==> src/rtl/flap_game_pkg.sv <==
// Shared definitions for the flap game sequencer: state encoding,
// default timing constants and a small helper.
package flap_game_pkg;

    typedef enum logic [2:0] {
        ST_IDLE  = 3'd0,
        ST_READY = 3'd1,
        ST_PLAY  = 3'd2,
        ST_DYING = 3'd3,
        ST_OVER  = 3'd4
    } state_e;

    localparam int unsigned DEF_READY_FRAMES     = 60;
    localparam int unsigned DEF_DIE_FRAMES       = 30;
    localparam int unsigned DEF_OVER_FRAMES      = 600;
    localparam bit          DEF_VSYNC_ACTIVE_LOW = 1'b1;

    // Frame counter width; comfortably covers the longest phase.
    localparam int unsigned FRAME_CNT_W = 16;

    function automatic logic [7:0] max_u8(input logic [7:0] a, input logic [7:0] b);
        return (a > b) ? a : b;
    endfunction

endpackage

==> src/rtl/rise_detect.sv <==
// Rising-edge detector with one history flop. The edge is offered either
// combinationally (same cycle as the input rise) or through a pulse flop
// (one cycle later), selected by REGISTERED_OUT.
module rise_detect #(
    parameter bit REGISTERED_OUT = 1'b0
) (
    input  logic clk,
    input  logic rst_n,
    input  logic din,
    output logic rise
);

    logic prev_q, prev_d;
    logic pulse_q, pulse_d;
    logic rise_now;

    // Edge against previous-cycle history; next-state of both flops.
    always_comb begin
        rise_now = din & ~prev_q;
        prev_d   = din;
        pulse_d  = rise_now;
    end

    // History and registered-pulse flops.
    always_ff @(posedge clk or negedge rst_n) begin
        if (!rst_n) begin
            prev_q  <= 1'b0;
            pulse_q <= 1'b0;
        end else begin
            prev_q  <= prev_d;
            pulse_q <= pulse_d;
        end
    end

    assign rise = REGISTERED_OUT ? pulse_q : rise_now;

endmodule

==> src/rtl/flap_game_sequencer.sv <==
// Game-flow sequencer for the flap game: derives the frame tick from vsync,
// runs the IDLE/READY/PLAY/DYING/OVER flow, keeps score and high score,
// and turns gamepad edges into per-frame datapath commands.
module flap_game_sequencer
    import flap_game_pkg::*;
#(
    parameter int unsigned READY_FRAMES     = DEF_READY_FRAMES,
    parameter int unsigned DIE_FRAMES       = DEF_DIE_FRAMES,
    parameter int unsigned OVER_FRAMES      = DEF_OVER_FRAMES,
    parameter bit          VSYNC_ACTIVE_LOW = DEF_VSYNC_ACTIVE_LOW
) (
    input  logic       clk,
    input  logic       rst_n,
    input  logic       vsync,
    input  logic       start_btn,
    input  logic       flap_btn,
    input  logic       collision,
    input  logic       pipe_passed,
    output logic       frame_tick,
    output logic       game_reset,
    output logic       run_en,
    output logic       flap_pulse,
    output logic [2:0] state,
    output logic [7:0] score,
    output logic [7:0] high_score,
    output logic       blink
);

    localparam logic [FRAME_CNT_W-1:0] READY_LAST = FRAME_CNT_W'(READY_FRAMES - 1);
    localparam logic [FRAME_CNT_W-1:0] DIE_LAST   = FRAME_CNT_W'(DIE_FRAMES - 1);
    localparam logic [FRAME_CNT_W-1:0] OVER_LAST  = FRAME_CNT_W'(OVER_FRAMES - 1);

    logic vs_active;
    logic tick;
    logic start_rise;
    logic flap_rise;

    state_e                 state_q, state_d;
    logic [FRAME_CNT_W-1:0] cnt_q, cnt_d;
    logic [7:0]             score_q, score_d;
    logic [7:0]             hs_q, hs_d;
    logic                   flap_req_q, flap_req_d;
    logic                   grst_q, grst_d;
    logic [5:0]             blink_cnt_q, blink_cnt_d;

    assign vs_active = VSYNC_ACTIVE_LOW ? ~vsync : vsync;

    // Frame tick is registered: it appears the cycle after vsync goes active.
    rise_detect #(.REGISTERED_OUT(1'b1)) u_vsync_rise (
        .clk   (clk),
        .rst_n (rst_n),
        .din   (vs_active),
        .rise  (tick)
    );

    rise_detect #(.REGISTERED_OUT(1'b0)) u_start_rise (
        .clk   (clk),
        .rst_n (rst_n),
        .din   (start_btn),
        .rise  (start_rise)
    );

    rise_detect #(.REGISTERED_OUT(1'b0)) u_flap_rise (
        .clk   (clk),
        .rst_n (rst_n),
        .din   (flap_btn),
        .rise  (flap_rise)
    );

    // Next-state, counters, score and flap-command logic.
    always_comb begin
        state_d     = state_q;
        cnt_d       = cnt_q;
        score_d     = score_q;
        hs_d        = hs_q;
        flap_req_d  = flap_req_q;
        grst_d      = 1'b0;
        flap_pulse  = 1'b0;
        blink_cnt_d = blink_cnt_q + {5'd0, tick};

        case (state_q)
            ST_IDLE: begin
                if (start_rise) begin
                    state_d = ST_READY;
                    grst_d  = 1'b1;
                    score_d = '0;
                    cnt_d   = '0;
                end
            end
            ST_READY: begin
                if (tick) begin
                    if (cnt_q == READY_LAST) begin
                        state_d = ST_PLAY;
                        cnt_d   = '0;
                    end else begin
                        cnt_d = cnt_q + 1'b1;
                    end
                end
            end
            ST_PLAY: begin
                if (pipe_passed && (score_q != 8'hFF)) begin
                    score_d = score_q + 8'd1;
                end
                if (flap_rise) begin
                    flap_req_d = 1'b1;
                end
                if (tick) begin
                    // An edge landing on the tick cycle itself is served by this tick.
                    flap_pulse = flap_req_q | flap_rise;
                    flap_req_d = 1'b0;
                    if (collision) begin
                        state_d = ST_DYING;
                        cnt_d   = '0;
                    end
                end
            end
            ST_DYING: begin
                if (tick) begin
                    if (cnt_q == DIE_LAST) begin
                        state_d = ST_OVER;
                        cnt_d   = '0;
                        hs_d    = max_u8(hs_q, score_q);
                    end else begin
                        cnt_d = cnt_q + 1'b1;
                    end
                end
            end
            ST_OVER: begin
                if (start_rise) begin
                    state_d = ST_READY;
                    grst_d  = 1'b1;
                    score_d = '0;
                    cnt_d   = '0;
                end else if (tick) begin
                    if (cnt_q == OVER_LAST) begin
                        state_d = ST_IDLE;
                        cnt_d   = '0;
                    end else begin
                        cnt_d = cnt_q + 1'b1;
                    end
                end
            end
            default: begin
                state_d = ST_IDLE;
                cnt_d   = '0;
            end
        endcase

        // Requests never survive outside PLAY.
        if (state_d != ST_PLAY) begin
            flap_req_d = 1'b0;
        end
    end

    // State and datapath-control registers.
    always_ff @(posedge clk or negedge rst_n) begin
        if (!rst_n) begin
            state_q     <= ST_IDLE;
            cnt_q       <= '0;
            score_q     <= '0;
            hs_q        <= '0;
            flap_req_q  <= 1'b0;
            grst_q      <= 1'b0;
            blink_cnt_q <= '0;
        end else begin
            state_q     <= state_d;
            cnt_q       <= cnt_d;
            score_q     <= score_d;
            hs_q        <= hs_d;
            flap_req_q  <= flap_req_d;
            grst_q      <= grst_d;
            blink_cnt_q <= blink_cnt_d;
        end
    end

    assign frame_tick = tick;
    assign game_reset = grst_q;
    assign run_en     = (state_q == ST_PLAY);
    assign state      = state_q;
    assign score      = score_q;
    assign high_score = hs_q;
    assign blink      = ((state_q == ST_IDLE) || (state_q == ST_OVER)) & blink_cnt_q[5];

endmodule

==> config.mk <==
export PLATFORM = sky130hd
export DESIGN_NAME = flap_game_sequencer
export DESIGN_NICKNAME = d
export VERILOG_FILES = /design/src/rtl/flap_game_pkg.sv /design/src/rtl/rise_detect.sv /design/src/rtl/flap_game_sequencer.sv
export SDC_FILE = /design/constraint.sdc
export NUM_CORES = 1
export LEC_CHECK = 0
export BUFFER_PORTS_ARGS = -buffer_cell sky130_fd_sc_hd__buf_2
export CAP_MARGIN = 20
export CORE_UTILIZATION = 41
export CTS_CLUSTER_SIZE = 24
export DETAILED_ROUTE_END_ITERATION = 16
export GPL_TIMING_DRIVEN = 0
export PLACE_DENSITY = 0.59
export RECOVER_POWER = 50
export SLEW_MARGIN = 15
export SYNTH_ARGS = -nofsm -noshare
export SYNTH_HDL_FRONTEND = slang
export SYNTH_SLANG_ARGS = --single-unit
==> constraint.sdc <==
create_clock -name clk -period 3.1 [get_ports clk]
set_clock_uncertainty 0.1 [all_clocks]
set_input_delay 0.62 -clock clk [delete_from_list [all_inputs] [get_ports clk]]
set_output_delay 0.62 -clock clk [all_outputs]
set_load 0.05 [all_outputs]
Yosys cells after proc, flatten, opt, wreduce, memory -nomap -nowiden --
Cells that the tools add are included.
Storage, ports and cells: register bits 47, input bits 7, output and inout bits 24, logic and storage cells 86
Cells by class: add/sub/neg operators 3, $lt $le $gt $ge 1, equality and inequality tests 17, muxes and demuxes 33, bitwise operators 10, reductions and logical operators 11
Operator list (number):
- 16-bit two-way mux | 10
- 16-bit case mux with 5 select lines | 1
- 3-bit two-way mux | 10
- 16-bit by 1-bit adder with 16-bit output (second input constant) | 1
- 16-bit by 10-bit == test with 1-bit output (second input constant) | 1
- 16-bit by 5-bit == test with 1-bit output (second input constant) | 1
- 16-bit by 6-bit == test with 1-bit output (second input constant) | 1
- 8-bit two-way mux | 2
- 8-bit case mux with 2 select lines | 1
- 3-bit case mux with 5 select lines | 1
- 2-bit by 1-bit != test with 1-bit output (second input constant) | 5
- 8-bit by 1-bit adder with 8-bit output (second input constant) | 1
- 8-bit greater-than comparator | 1
- 1-bit two-way mux | 8
- 8-bit != test (second input constant) | 1
- 6-bit by 1-bit adder with 6-bit output | 1
- 3-bit by 2-bit == test with 1-bit output (second input constant) | 2
- 3-bit by 2-bit != test with 1-bit output (second input constant) | 2
- 6-bit AND reduction | 1
- 1-bit inverter | 5
- 1-bit bitwise AND | 4
- 2-bit != test (second input constant) | 2
- 4-bit AND reduction | 1
- 2-bit nonzero test | 2
- other kinds (10) | 10

Longest topological paths before layout --
word-level depth 8, mapped depth 9, mapped depth without buffers 7

Hierarchy --
A second synthesis with hierarchy kept.
Unflattened totals: cells, all modules 253, area, all modules 2565.0 um2
By module, submodules not included:
- flap_game_sequencer | instances 1, cells each 246, area an instance 2423.6 um2, sequential area each 1076.0 um2
- rise_detect at u_flap_rise ... | instances 2, cells each 2, area an instance 38.8 um2, sequential area each 25.0 um2
- rise_detect at u_vsync_rise | instances 1, cells each 3, area an instance 63.8 um2, sequential area each 50.0 um2

Worst setup path after synthesis --
No wires, ideal clock.
kind register to output, start point register state_q[1] (netlist: state[1]), end point output port flap_pulse, arrival 2.216 ns, required time 2.380 ns, path slack 0.164 ns, stages on the path, launching flop included 3, path buffers 0, path through dfrtp_1 nor3b_2 o211a_1
Between the ends: cells in the longest elaborated chain, start to end 2
RTL lines:
- start, declared | line flap_game_sequencer.sv:38 | state_e state_q, state_d;
- start signal, assigned | line flap_game_sequencer.sv:166 | state_q <= state_d;
- 3-bit by 2-bit == test with 1-bit output
- net run_en | line flap_game_sequencer.sv:21 | output logic run_en,
- 1-bit two-way mux | line flap_game_sequencer.sv:81 | case (state_q)
- end, declared | line flap_game_sequencer.sv:22 | output logic flap_pulse,
The timed path passes the listed nets, and every way through them passes these cells.

Worst setup path after layout --
start point register score_q[5] (netlist: score[5]), end point register hs_q[3] (netlist: high_score[3])
Between the ends: cells in the longest elaborated chain, start to end 3
RTL lines:
- start, declared | line flap_game_sequencer.sv:40 | logic [7:0] score_q, score_d;
- start signal, assigned | line flap_game_sequencer.sv:168 | score_q <= score_d;
- 8-bit greater-than comparator | line flap_game_pkg.sv:22 | return (a > b) ? a : b;
- 1-bit inverter (no source line)
- 4-bit AND reduction (no source line)
- end signal, assigned | line flap_game_sequencer.sv:169 | hs_q <= hs_d;
- end, declared | line flap_game_sequencer.sv:41 | logic [7:0] hs_q, hs_d;
No other way between the ends. A chain may end at the register's enable or synchronous reset.

==> impl_metrics.env <==
export IMPL_nNetsFinal=350
export IMPL_io_buffers=30
export IMPL_insertion_delay_ns=0.30
export IMPL_fin_ws_ns=0.2795
export IMPL_hp_class="flip-flop to flip-flop"
export IMPL_relSlewSlack=0.2240
export IMPL_synthCells=293
export IMPL_min_path_cells=1
export IMPL_ys_types=58
export IMPL_p_leak_nw=1.377
export IMPL_crit_fanout=9
export IMPL_post_cts_buffers=0
export IMPL_clockRootBuffer="clkbuf_8"
export IMPL_layout_drive_gt1_share=0.1843
export IMPL_slowest_delay_ns=0.59
export IMPL_avgSynthCellArea_um2=9.796
export IMPL_r2r_cells=8
export IMPL_area_delta_synth_final_pct=13.30
export IMPL_dp_slack_ns=0.3413
export IMPL_slowest_stage="a21oi_1"
export IMPL_fin_crit_sh=0.9098
export IMPL_fin_crit_ns=2.820
export IMPL_grt_max_degree=48
export IMPL_die_x_um=85.67
export IMPL_cap_violations=0
export IMPL_regArea_um2=1176
export IMPL_crit_required_ns=3.17
export IMPL_crit_family="compound AO/OA/AOI/OAI gates"
export IMPL_vdd_drop_max_mv=0.2225
export IMPL_crit_path_end_kind="flip-flop"
export IMPL_clkTransAtPathRegs_ns=0.09
export IMPL_crit_chain="inv_1, ha_1, a21o_1, a21o_1, a21oi_1, and2_1, clkbuf_1, o211ai_1"
export IMPL_drt_wl_total_um=6350
export IMPL_reg2reg_from="score[5]"
export IMPL_drt_iter0_drc=118
export IMPL_grt_pass1_wl_um=10860
export IMPL_antenna_cells=0
export IMPL_slew_violations=0
export IMPL_setup_viol=0
export IMPL_layout_common_cells="dfrtp_1, buf_2, nand2_1"
export IMPL_fill_cells=659
export IMPL_cts_tree="done"
export IMPL_cts_hold_buffers_added=0
export IMPL_worst_path_stages=8
export IMPL_drc=0
export IMPL_die_height_um=85.67
export IMPL_die_area_um2=7339
export IMPL_pin_count=31
export IMPL_netlist_area_leader_share=0.4098
export IMPL_ys_top_cells_by_area="dfrtp_1, ha_1, xnor2_1"
export IMPL_cts_max_path_buffers=2
export IMPL_cts_sinks=47
export IMPL_async_reset_ff_frac=1.000
export IMPL_multi_input_area_um2=1562
export IMPL_ys_warn_count=0
export IMPL_ant_nets=0
export IMPL_rows=30
export IMPL_path_common_cell="a21o_1"
export IMPL_vias_per_cell=5.475
export IMPL_startpoint_type="flip-flop"
export IMPL_dr_pass1_iters=4
export IMPL_hp_start="u_vsync_rise.prev_q"
export IMPL_syn_area_um2=2870
export IMPL_yosys_register_bits=47
export IMPL_htreeDepth=2
export IMPL_gr_total_overflow=0
export IMPL_tightest_slew_ns=1.164
export IMPL_synth_nets=313
export IMPL_synth_flop_cell="dfrtp_1"
export IMPL_grt_usage=0.1879
export IMPL_final_hold_viol_count=0
export IMPL_routedWlPerCell_um=14.87
export IMPL_coreArea_um2=6794
export IMPL_seq_area_frac_synth=0.4098
export IMPL_max_clock_freq_mhz=354.6
export IMPL_tns_ns=0
export IMPL_critical_path_buf_inv_count=2
export IMPL_cts_resized=0
export IMPL_cp_arrival_ns=2.89
export IMPL_cts_buffers=5
export IMPL_first_global_vias=2206
export IMPL_dp_hpwl_um=4561
export IMPL_routabilityCongestion=0.8890
export IMPL_crit_type="flip-flop to flip-flop"
export IMPL_p_per_area_nw_per_um2=453.6
export IMPL_antenna_found_initial=0
export IMPL_outcome="finished clean"
export IMPL_start_util=0.4225
export IMPL_rsz0062_at_grt="false"
export IMPL_synth_top_area_cell="dfrtp_1"
export IMPL_via_count=2338
export IMPL_crit_start="score[5]"
export IMPL_synth_edf_count=0
export IMPL_final_common_cell="dfrtp_1"
## power breakdown
part           leakage (nW)  internal (W)  switching, W
logic                 0.740      0.000103      0.000147
clock network        0.0587      0.000245      0.000223
registers             0.578      0.000684     0.0000737
total                  1.38       0.00103      0.000444
## per-stage QoR
stage          std cells  hold WS (ns)    util  power (W)  instance area (um2)
6_report             427        0.2968  0.4786   0.001475                 3252
5_1_grt              427        0.3078  0.4786   0.001568                 3252
4_1_cts              427        0.2991  0.4794   0.001500                 3257
3_5_place_dp         419        0.2831  0.4622   0.001021                 3141
3_3_place_gp         419        0.2778  0.4622   0.001015                 3141
2_1_floorplan        293        0.2244       -  0.0009473                 2870
## per-layer routing
metal,routed length (um),global-route usage,vias to the layer above
met4,65,0.05303,0
met2,2981,0.3091,44
met5,0,0,-
met3,196,0.03369,5
li1,-,-,1168
met1,3107,0.2547,1121
## state kept, by name, summed over array words and instances (netlist names)
register / count
game_reset: 1
state: 3
cnt_q: 16
high_score: 8
score: 8
blink_cnt_q: 6
u_vsync_rise.rise: 1
u_start_rise.prev_q: 1
u_flap_rise.prev_q: 1
flap_req_q: 1
u_vsync_rise.prev_q: 1
## area by class of cell
cell class / instances / share of cell area
Buffer: 13 / 0.02155
Clock buffer: 5 / 0.02116
Clock inverter: 3 / 0.01462
Inverter: 16 / 0.01847
Multi-Input combinational cell: 217 / 0.4802
Sequential cell: 47 / 0.3617
Tap cell: 96 / 0.03694
Timing Repair Buffer: 30 / 0.04540
## worst reg2reg max path: stages (launching register included)
cell      delay (ns)
dfrtp_1         0.45
inv_1           0.13
ha_1            0.33
a21o_1          0.19
a21o_1          0.17
a21oi_1         0.59
and2_1          0.21
clkbuf_1        0.35
o211ai_1        0.17
## synth_stat cells, types with 2 or more instances
cell type,instances
a2111oi_2,5
a211oi_1,2
a21o_1,3
a21oi_1,11
and2_1,4
and3_1,4
buf_2,5
buf_6,2
clkbuf_1,5
dfrtp_1,47
ha_1,13
inv_1,16
mux2i_1,9
nand2_1,19
nand2b_1,4
nand3_1,16
nand4_1,17
nor2_1,16
nor2_2,2
nor2b_1,3
nor3_1,10
nor3_4,2
o211a_1,2
o211ai_1,11
o21ai_0,11
o21ai_1,5
o221ai_1,2
o22ai_1,2
o311ai_1,2
o31ai_1,2
xnor2_1,14
## cells by family (layout without fill, tap and decap cells)
logic type / Yosys count / count (layout) / synth area share
fa+ha+maj: 13 / 13 / 0.05667
compound gates: 68 / 68 / 0.1800
flops: 47 / 47 / 0.4098
mux: 11 / 11 / 0.03923
buf+inv: 29 / 67 / 0.04533
xor+xnor: 15 / 15 / 0.04577
simple gates: 110 / 110 / 0.2232
## worst paths after layout
kind / endpoint / slack [ns]
max: high_score[3] / 0.28
min: u_vsync_rise.rise / 0.30
max reg2reg: high_score[3] / 0.28
min reg2reg: u_vsync_rise.rise / 0.30
max in group asynchronous: state[2] / 1.77
min in group asynchronous: cnt_q[0] / 0.44
Power figures use the tool's default switching activity.
